**src/rtl/mc_main_fsm.sv**
```systemverilog
// -----------------------------------------------------------------------------
// mc_main_fsm -- multicycle main controller for the RV32I subset
// (lw, sw, R-type, I-type ALU, jal, beq).
//
// Steps each instruction through FETCH, DECODE and its execute states. It
// drives every datapath mux select and write enable. It also produces the
// 2-bit alu_op that feeds the ALU decoder.
//
// Ports
//   clk_i          clock, rising edge
//   rst_ni         asynchronous active-low reset
//   op_i[6:0]      opcode from the instruction register
//   zero_i         ALU zero flag
//   pc_write_o     PC enable = (zero & branch) | pc_update
//   adr_src_o      memory address: 0 = PC, 1 = ALUOut
//   mem_write_o    data memory write enable
//   ir_write_o     instruction / old-PC register enable
//   result_src_o   result mux: 00 ALUOut, 01 Data, 10 ALU result
//   alu_src_a_o    ALU A: 00 PC, 01 OldPC, 10 rs1
//   alu_src_b_o    ALU B: 00 rs2, 01 ImmExt, 10 constant 4
//   alu_op_o       00 add, 01 sub, 10 funct-decoded
//   reg_write_o    register file write enable
//   imm_src_o      immediate format: 00 I, 01 S, 10 B, 11 J
//   illegal_op_o   one-cycle pulse in DECODE for an unsupported opcode
//   state_dbg_o    current state encoding
// -----------------------------------------------------------------------------
module mc_main_fsm (
   input  logic       clk_i,
   input  logic       rst_ni,
   input  logic [6:0] op_i,
   input  logic       zero_i,
   output logic       pc_write_o,
   output logic       adr_src_o,
   output logic       mem_write_o,
   output logic       ir_write_o,
   output logic [1:0] result_src_o,
   output logic [1:0] alu_src_a_o,
   output logic [1:0] alu_src_b_o,
   output logic [1:0] alu_op_o,
   output logic       reg_write_o,
   output logic [1:0] imm_src_o,
   output logic       illegal_op_o,
   output logic [3:0] state_dbg_o
);

   localparam logic [6:0] OP_LW   = 7'b0000011;
   localparam logic [6:0] OP_SW   = 7'b0100011;
   localparam logic [6:0] OP_R    = 7'b0110011;
   localparam logic [6:0] OP_I    = 7'b0010011;
   localparam logic [6:0] OP_JAL  = 7'b1101111;
   localparam logic [6:0] OP_BEQ  = 7'b1100011;

   typedef enum logic [3:0] {
      S_FETCH    = 4'd0,
      S_DECODE   = 4'd1,
      S_MEMADR   = 4'd2,
      S_MEMREAD  = 4'd3,
      S_MEMWB    = 4'd4,
      S_MEMWRITE = 4'd5,
      S_EXECUTER = 4'd6,
      S_ALUWB    = 4'd7,
      S_EXECUTEI = 4'd8,
      S_JAL      = 4'd9,
      S_BEQ      = 4'd10
   } state_e;

   typedef struct packed {
      logic       adr_src;
      logic       mem_write;
      logic       ir_write;
      logic [1:0] result_src;
      logic [1:0] alu_src_a;
      logic [1:0] alu_src_b;
      logic [1:0] alu_op;
      logic       reg_write;
      logic       branch;
      logic       pc_update;
   } ctrl_t;

   // Control word for a given state; unlisted fields stay 0.
   function automatic ctrl_t decode_ctrl(input state_e s);
      ctrl_t c;
      c = '0;
      case (s)
         S_FETCH: begin
            c.ir_write   = 1'b1;
            c.alu_src_b  = 2'b10;
            c.result_src = 2'b10;
            c.pc_update  = 1'b1;
         end
         S_DECODE: begin
            c.alu_src_a = 2'b01;
            c.alu_src_b = 2'b01;
         end
         S_MEMADR: begin
            c.alu_src_a = 2'b10;
            c.alu_src_b = 2'b01;
         end
         S_MEMREAD:  c.adr_src = 1'b1;
         S_MEMWB: begin
            c.result_src = 2'b01;
            c.reg_write  = 1'b1;
         end
         S_MEMWRITE: begin
            c.adr_src   = 1'b1;
            c.mem_write = 1'b1;
         end
         S_EXECUTER: begin
            c.alu_src_a = 2'b10;
            c.alu_op    = 2'b10;
         end
         S_EXECUTEI: begin
            c.alu_src_a = 2'b10;
            c.alu_src_b = 2'b01;
            c.alu_op    = 2'b10;
         end
         S_ALUWB:    c.reg_write = 1'b1;
         S_JAL: begin
            c.alu_src_a = 2'b01;
            c.alu_src_b = 2'b10;
            c.pc_update = 1'b1;
         end
         S_BEQ: begin
            c.alu_src_a = 2'b10;
            c.alu_op    = 2'b01;
            c.branch    = 1'b1;
         end
         default: c = '0;
      endcase
      return c;
   endfunction

   state_e state_q, state_d;
   ctrl_t  ctrl_q, ctrl_d;
   logic   op_known;

   always_comb begin
      op_known = (op_i == OP_LW) || (op_i == OP_SW) || (op_i == OP_R) ||
                 (op_i == OP_I) || (op_i == OP_JAL) || (op_i == OP_BEQ);
   end

   always_comb begin
      state_d = S_FETCH;
      case (state_q)
         S_FETCH:  state_d = S_DECODE;
         S_DECODE: begin
            case (op_i)
               OP_LW, OP_SW: state_d = S_MEMADR;
               OP_R:         state_d = S_EXECUTER;
               OP_I:         state_d = S_EXECUTEI;
               OP_JAL:       state_d = S_JAL;
               OP_BEQ:       state_d = S_BEQ;
               default:      state_d = S_FETCH;
            endcase
         end
         S_MEMADR:   state_d = (op_i == OP_LW) ? S_MEMREAD : S_MEMWRITE;
         S_MEMREAD:  state_d = S_MEMWB;
         S_EXECUTER: state_d = S_ALUWB;
         S_EXECUTEI: state_d = S_ALUWB;
         S_JAL:      state_d = S_ALUWB;
         // MEMWB, MEMWRITE, ALUWB, BEQ and the unused codes 11-15 all
         // return to FETCH.
         default:    state_d = S_FETCH;
      endcase
   end

   // The control word is computed for the next state, so it is ready in
   // the register on the same edge as the state itself.
   always_comb ctrl_d = decode_ctrl(state_d);

   always_ff @(posedge clk_i or negedge rst_ni) begin
      if (!rst_ni) begin
         state_q <= S_FETCH;
         ctrl_q  <= decode_ctrl(S_FETCH);
      end else begin
         state_q <= state_d;
         ctrl_q  <= ctrl_d;
      end
   end

   // Write enables are qualified with rst_ni. The registers already hold
   // the FETCH word during reset, but the enables must drop combinationally
   // the moment reset asserts.
   assign pc_write_o   = rst_ni & ((zero_i & ctrl_q.branch) | ctrl_q.pc_update);
   assign ir_write_o   = rst_ni & ctrl_q.ir_write;
   assign reg_write_o  = rst_ni & ctrl_q.reg_write;
   assign mem_write_o  = rst_ni & ctrl_q.mem_write;
   assign illegal_op_o = rst_ni & (state_q == S_DECODE) & ~op_known;

   assign adr_src_o    = ctrl_q.adr_src;
   assign result_src_o = ctrl_q.result_src;
   assign alu_src_a_o  = ctrl_q.alu_src_a;
   assign alu_src_b_o  = ctrl_q.alu_src_b;
   assign alu_op_o     = ctrl_q.alu_op;
   assign state_dbg_o  = state_q;

   always_comb begin
      case (op_i)
         OP_SW:   imm_src_o = 2'b01;
         OP_BEQ:  imm_src_o = 2'b10;
         OP_JAL:  imm_src_o = 2'b11;
         default: imm_src_o = 2'b00;
      endcase
   end

endmodule

```
**config.mk**
```make
export PLATFORM = sky130hd
export DESIGN_NAME = mc_main_fsm
export DESIGN_NICKNAME = d
export VERILOG_FILES = /design/src/rtl/mc_main_fsm.sv
export SDC_FILE = /design/constraint.sdc
export NUM_CORES = 1
export LEC_CHECK = 0
export BUFFER_PORTS_ARGS = -buffer_cell sky130_fd_sc_hd__buf_2
export CORE_MARGIN = 5
export CORE_UTILIZATION = 53
export DETAILED_ROUTE_END_ITERATION = 7
export PLACE_DENSITY_LB_ADDON = 0.05
export SYNTH_ARGS = -nofsm -noshare
export SYNTH_HDL_FRONTEND = slang
export SYNTH_SLANG_ARGS = --single-unit
export TNS_END_PERCENT = 10
```
**constraint.sdc**
```tcl
create_clock -name clk_i -period 2.3 [get_ports clk_i]
set_input_delay 0.115 -clock clk_i [delete_from_list [all_inputs] [get_ports clk_i]]
set_output_delay 0.115 -clock clk_i [all_outputs]
set_load 0.03 [all_outputs]
```
==> impl_results.md <==
* Status: finished, final reports clean
* Post-synth EDFFs at 0
* Worst vdd rail ir drop at 0.463 mV
* Antenna violations before repair at 0
* Post-CTS setup buffers at 0
* Warnings, synthesis at 0
* # diodes at 0
* Crit path time final at 2100 ps
* Routed vias at 743
* Vias in the first global route at 741
* Most used DFF post-synth: dfrtp_1
* Tightest Hold Check Type: in2reg
* CTS buffer count at 3
* Post-DR vias/cell at 5.27
* Post-synthesis cell type count at 38
* Rows at 15
* Register Area at 404 µm²
* Synth Cell Area at 952 µm²
* Slew HR at 0.693
* Cts hold-fix bufs at 1
* Post-Syn Nets at 105
* Hpwl dp at 1410 µm
* Crit Path Max Fanout at 10
* Largest family of logic cells by synthesized area: simple AND/OR/NAND/NOR gates
* Fmax at 475 MHz
* Clk_lat worst skew at 280 ps
* PortBufs at 29
* Post-DRT Antenna Nets at 0
* H-tree depth at 1
* Die H at 52.4 µm
* Post-Place Worst Slack at 513 ps
* Seq/Total Area, Yosys at 0.424
* Asr flop ratio synth at 1.00
* Area of placed instances at 0.00104 mm²
* Maximum clock insertion buffer count at 2
* CTS tree: yes
* Boundary pin count at 30
* Core area at 0.00173 mm²
* Final hold vios at 0
* Final setup viols at 0
* Synth Area per Inst at 10.0 µm²
* Crit end category: primary output
* Crit path largest cell delay at 540 ps
* Worst Path Required at 2180 ps
* # resized after CTS at 0
* Nets@finish at 127
* Leading area contributor after synthesis: dfrtp_1
* Drt pass-1 iters at 4
* Area growth from synthesis to layout at 13.1%
* Slowest-stage cell, CP: dfrtp_1
* Routed WL per cell at 12.9 µm
* Layout Utilization at 0.624
* Net switching power at 0.402 mW
* GRT Overall Usage at 0.160
* Post-Syn Instances at 95
* Routability Congestion at 0.893
* Sink Count at 16
* Total gr overflow at 0
* DR DRC count at 0
* Pwr dens at 909 mW/mm²
* Pin count of the biggest net entering global routing at 22
* Critical path class: reg2out
* Commonest non-fill, non-tap cell in the layout: buf_2
* Clock slew at reported path FFs at 90 ps
* Crit-path leading delay family: simple AND/OR/NAND/NOR gates
* Most frequent cells in the layout: buf_2 (29), dfrtp_1 (13), nand2_1 (7), nand3_1 (5)
* Clock Root Buffer: clkbuf_4
* Critical Path, Cell by Cell: inv_1 > nor4_2 > o21ai_2 > nand3_1 > nor4_1 > buf_2
* Die area at 0.00274 mm²
* Synth top area cells: dfrtp_1 (34%), dfstp_2 (8.3%), buf_4 (7.9%)
* Pleak at 0.560 nW
* Max_cap viols at 0
* Post-Route Skew at 10.6 ps
* XOR/XNOR Fraction of Synth Area at 0.0184
* Layout cell share with drive strength beyond 1 at 0.388
* Fill count at 168
* Final wirelength at 1820 µm
* First-pass GRT wire length at 3200 µm
* Worst Tran Pin Value at 457 ps
* Switching part of the total at 0.411
* Simple-gate share of the synthesized area at 0.305
* Comb power frac at 0.438
* Multi-input gate area at 445 µm²
* Chip width at 52.4 µm
* Initial Util at 0.551
* RSZ-0062 raised after global routing: no
* Adder-cell share of the synthesized area at 0
* Clock share of power at 0.148
* Iteration-0 DRC Markers at 16
* Multiplexer area fraction after synthesis at 0
* P_int at 0.578 mW
* Final instance area at 0.00108 mm²
* Compound-gate portion of the synthesized area at 0.145
* Final max-slew violation count at 0
* Final Cycle Share at 0.915
* Register bit total from synthesis at 16
* Worst Setup Slack, final at 195 ps
* CP Launch Type: register
* Setup TNS at 0 ps
* Yosys top cell area share at 0.342
* Flop pwr share at 0.414
* Critical path buffers and inverters at 2
* Worst Path Arrival at 1990 ps
[synthesized netlist by cell type, drive strengths merged (3+ instances only)]
library cell	number
dfrtp	13
buf	11
nand2	7
nand3	5
nor2	5
o21ai	5
inv	4
nand2b	4
nor2b	4
and2	3
and4	3
dfstp	3
nor3	3
[worst paths after layout]
check                               startpoint             end  slack [ps]  depth (start not counted)
worst max-delay path            state_dbg_o[0]    illegal_op_o         200                          6
worst min-delay path                   op_i[5]     alu_op_o[1]         160                          3
worst max register to register  state_dbg_o[0]  alu_src_b_o[1]         520                          5
worst min register to register  state_dbg_o[2]       adr_src_o         690                          1
max in group asynchronous               rst_ni      ctrl_q[11]        1680                          2
min in group asynchronous               rst_ni  state_dbg_o[3]         300                          2
[through the flow]
step	power, mW	hold WS, ps	std cells
floorplan	0.790	-181	95
global placement	0.834	54.6	136
detailed placement	0.841	60.1	136
CTS	0.991	152	141
global route	1.05	175	141
finish	0.980	159	141
[routing by layer]
layer	track usage	share of wire	up-vias
met2	0.258	0.48	30
met1	0.208	0.43	337
met5	0	0	-
met4	0.0851	0.021	0
li1	-	-	372
met3	0.0199	0.066	4
[worst min-delay path: stages]
cell     delay, ps
buf_2          150
nand3_1         80
nand2_1         50
[registers in the layout, summed over array words and instances (netlist names)]
signal        flops
alu_src_b_o       2
ctrl_q            3
state_dbg_o       4
alu_src_a_o       2
adr_src_o         1
alu_op_o          2
result_src_o      2
[logic make-up (layout without fill, tap and decap cells)]
kind of cell,Yosys count,count (layout)
xor gates and xnor gates,2,2
and+or+nand+nor,45,45
DFF,16,16
buffers and inverters,17,38
AOI/OAI and AO/OA,15,15
[power groups by stage]
stage,Sequential [mW],Clock [mW],Combinational [mW]
floorplan,0.409,0,0.381
global placement,0.408,0,0.426
detailed placement,0.411,0,0.430
CTS,0.406,0.153,0.432
global route,0.416,0.172,0.467
finish,0.406,0.145,0.429
[area by class of cell]
class / count / share of cell area
multi-input cells: 62 / 0.413
inverters: 4 / 0.0139
clock buffers: 4 / 0.0244
repair buffers: 30 / 0.144
well taps: 25 / 0.0290
flip-flops and latches: 16 / 0.375
(Power assumes the default switching activity.)
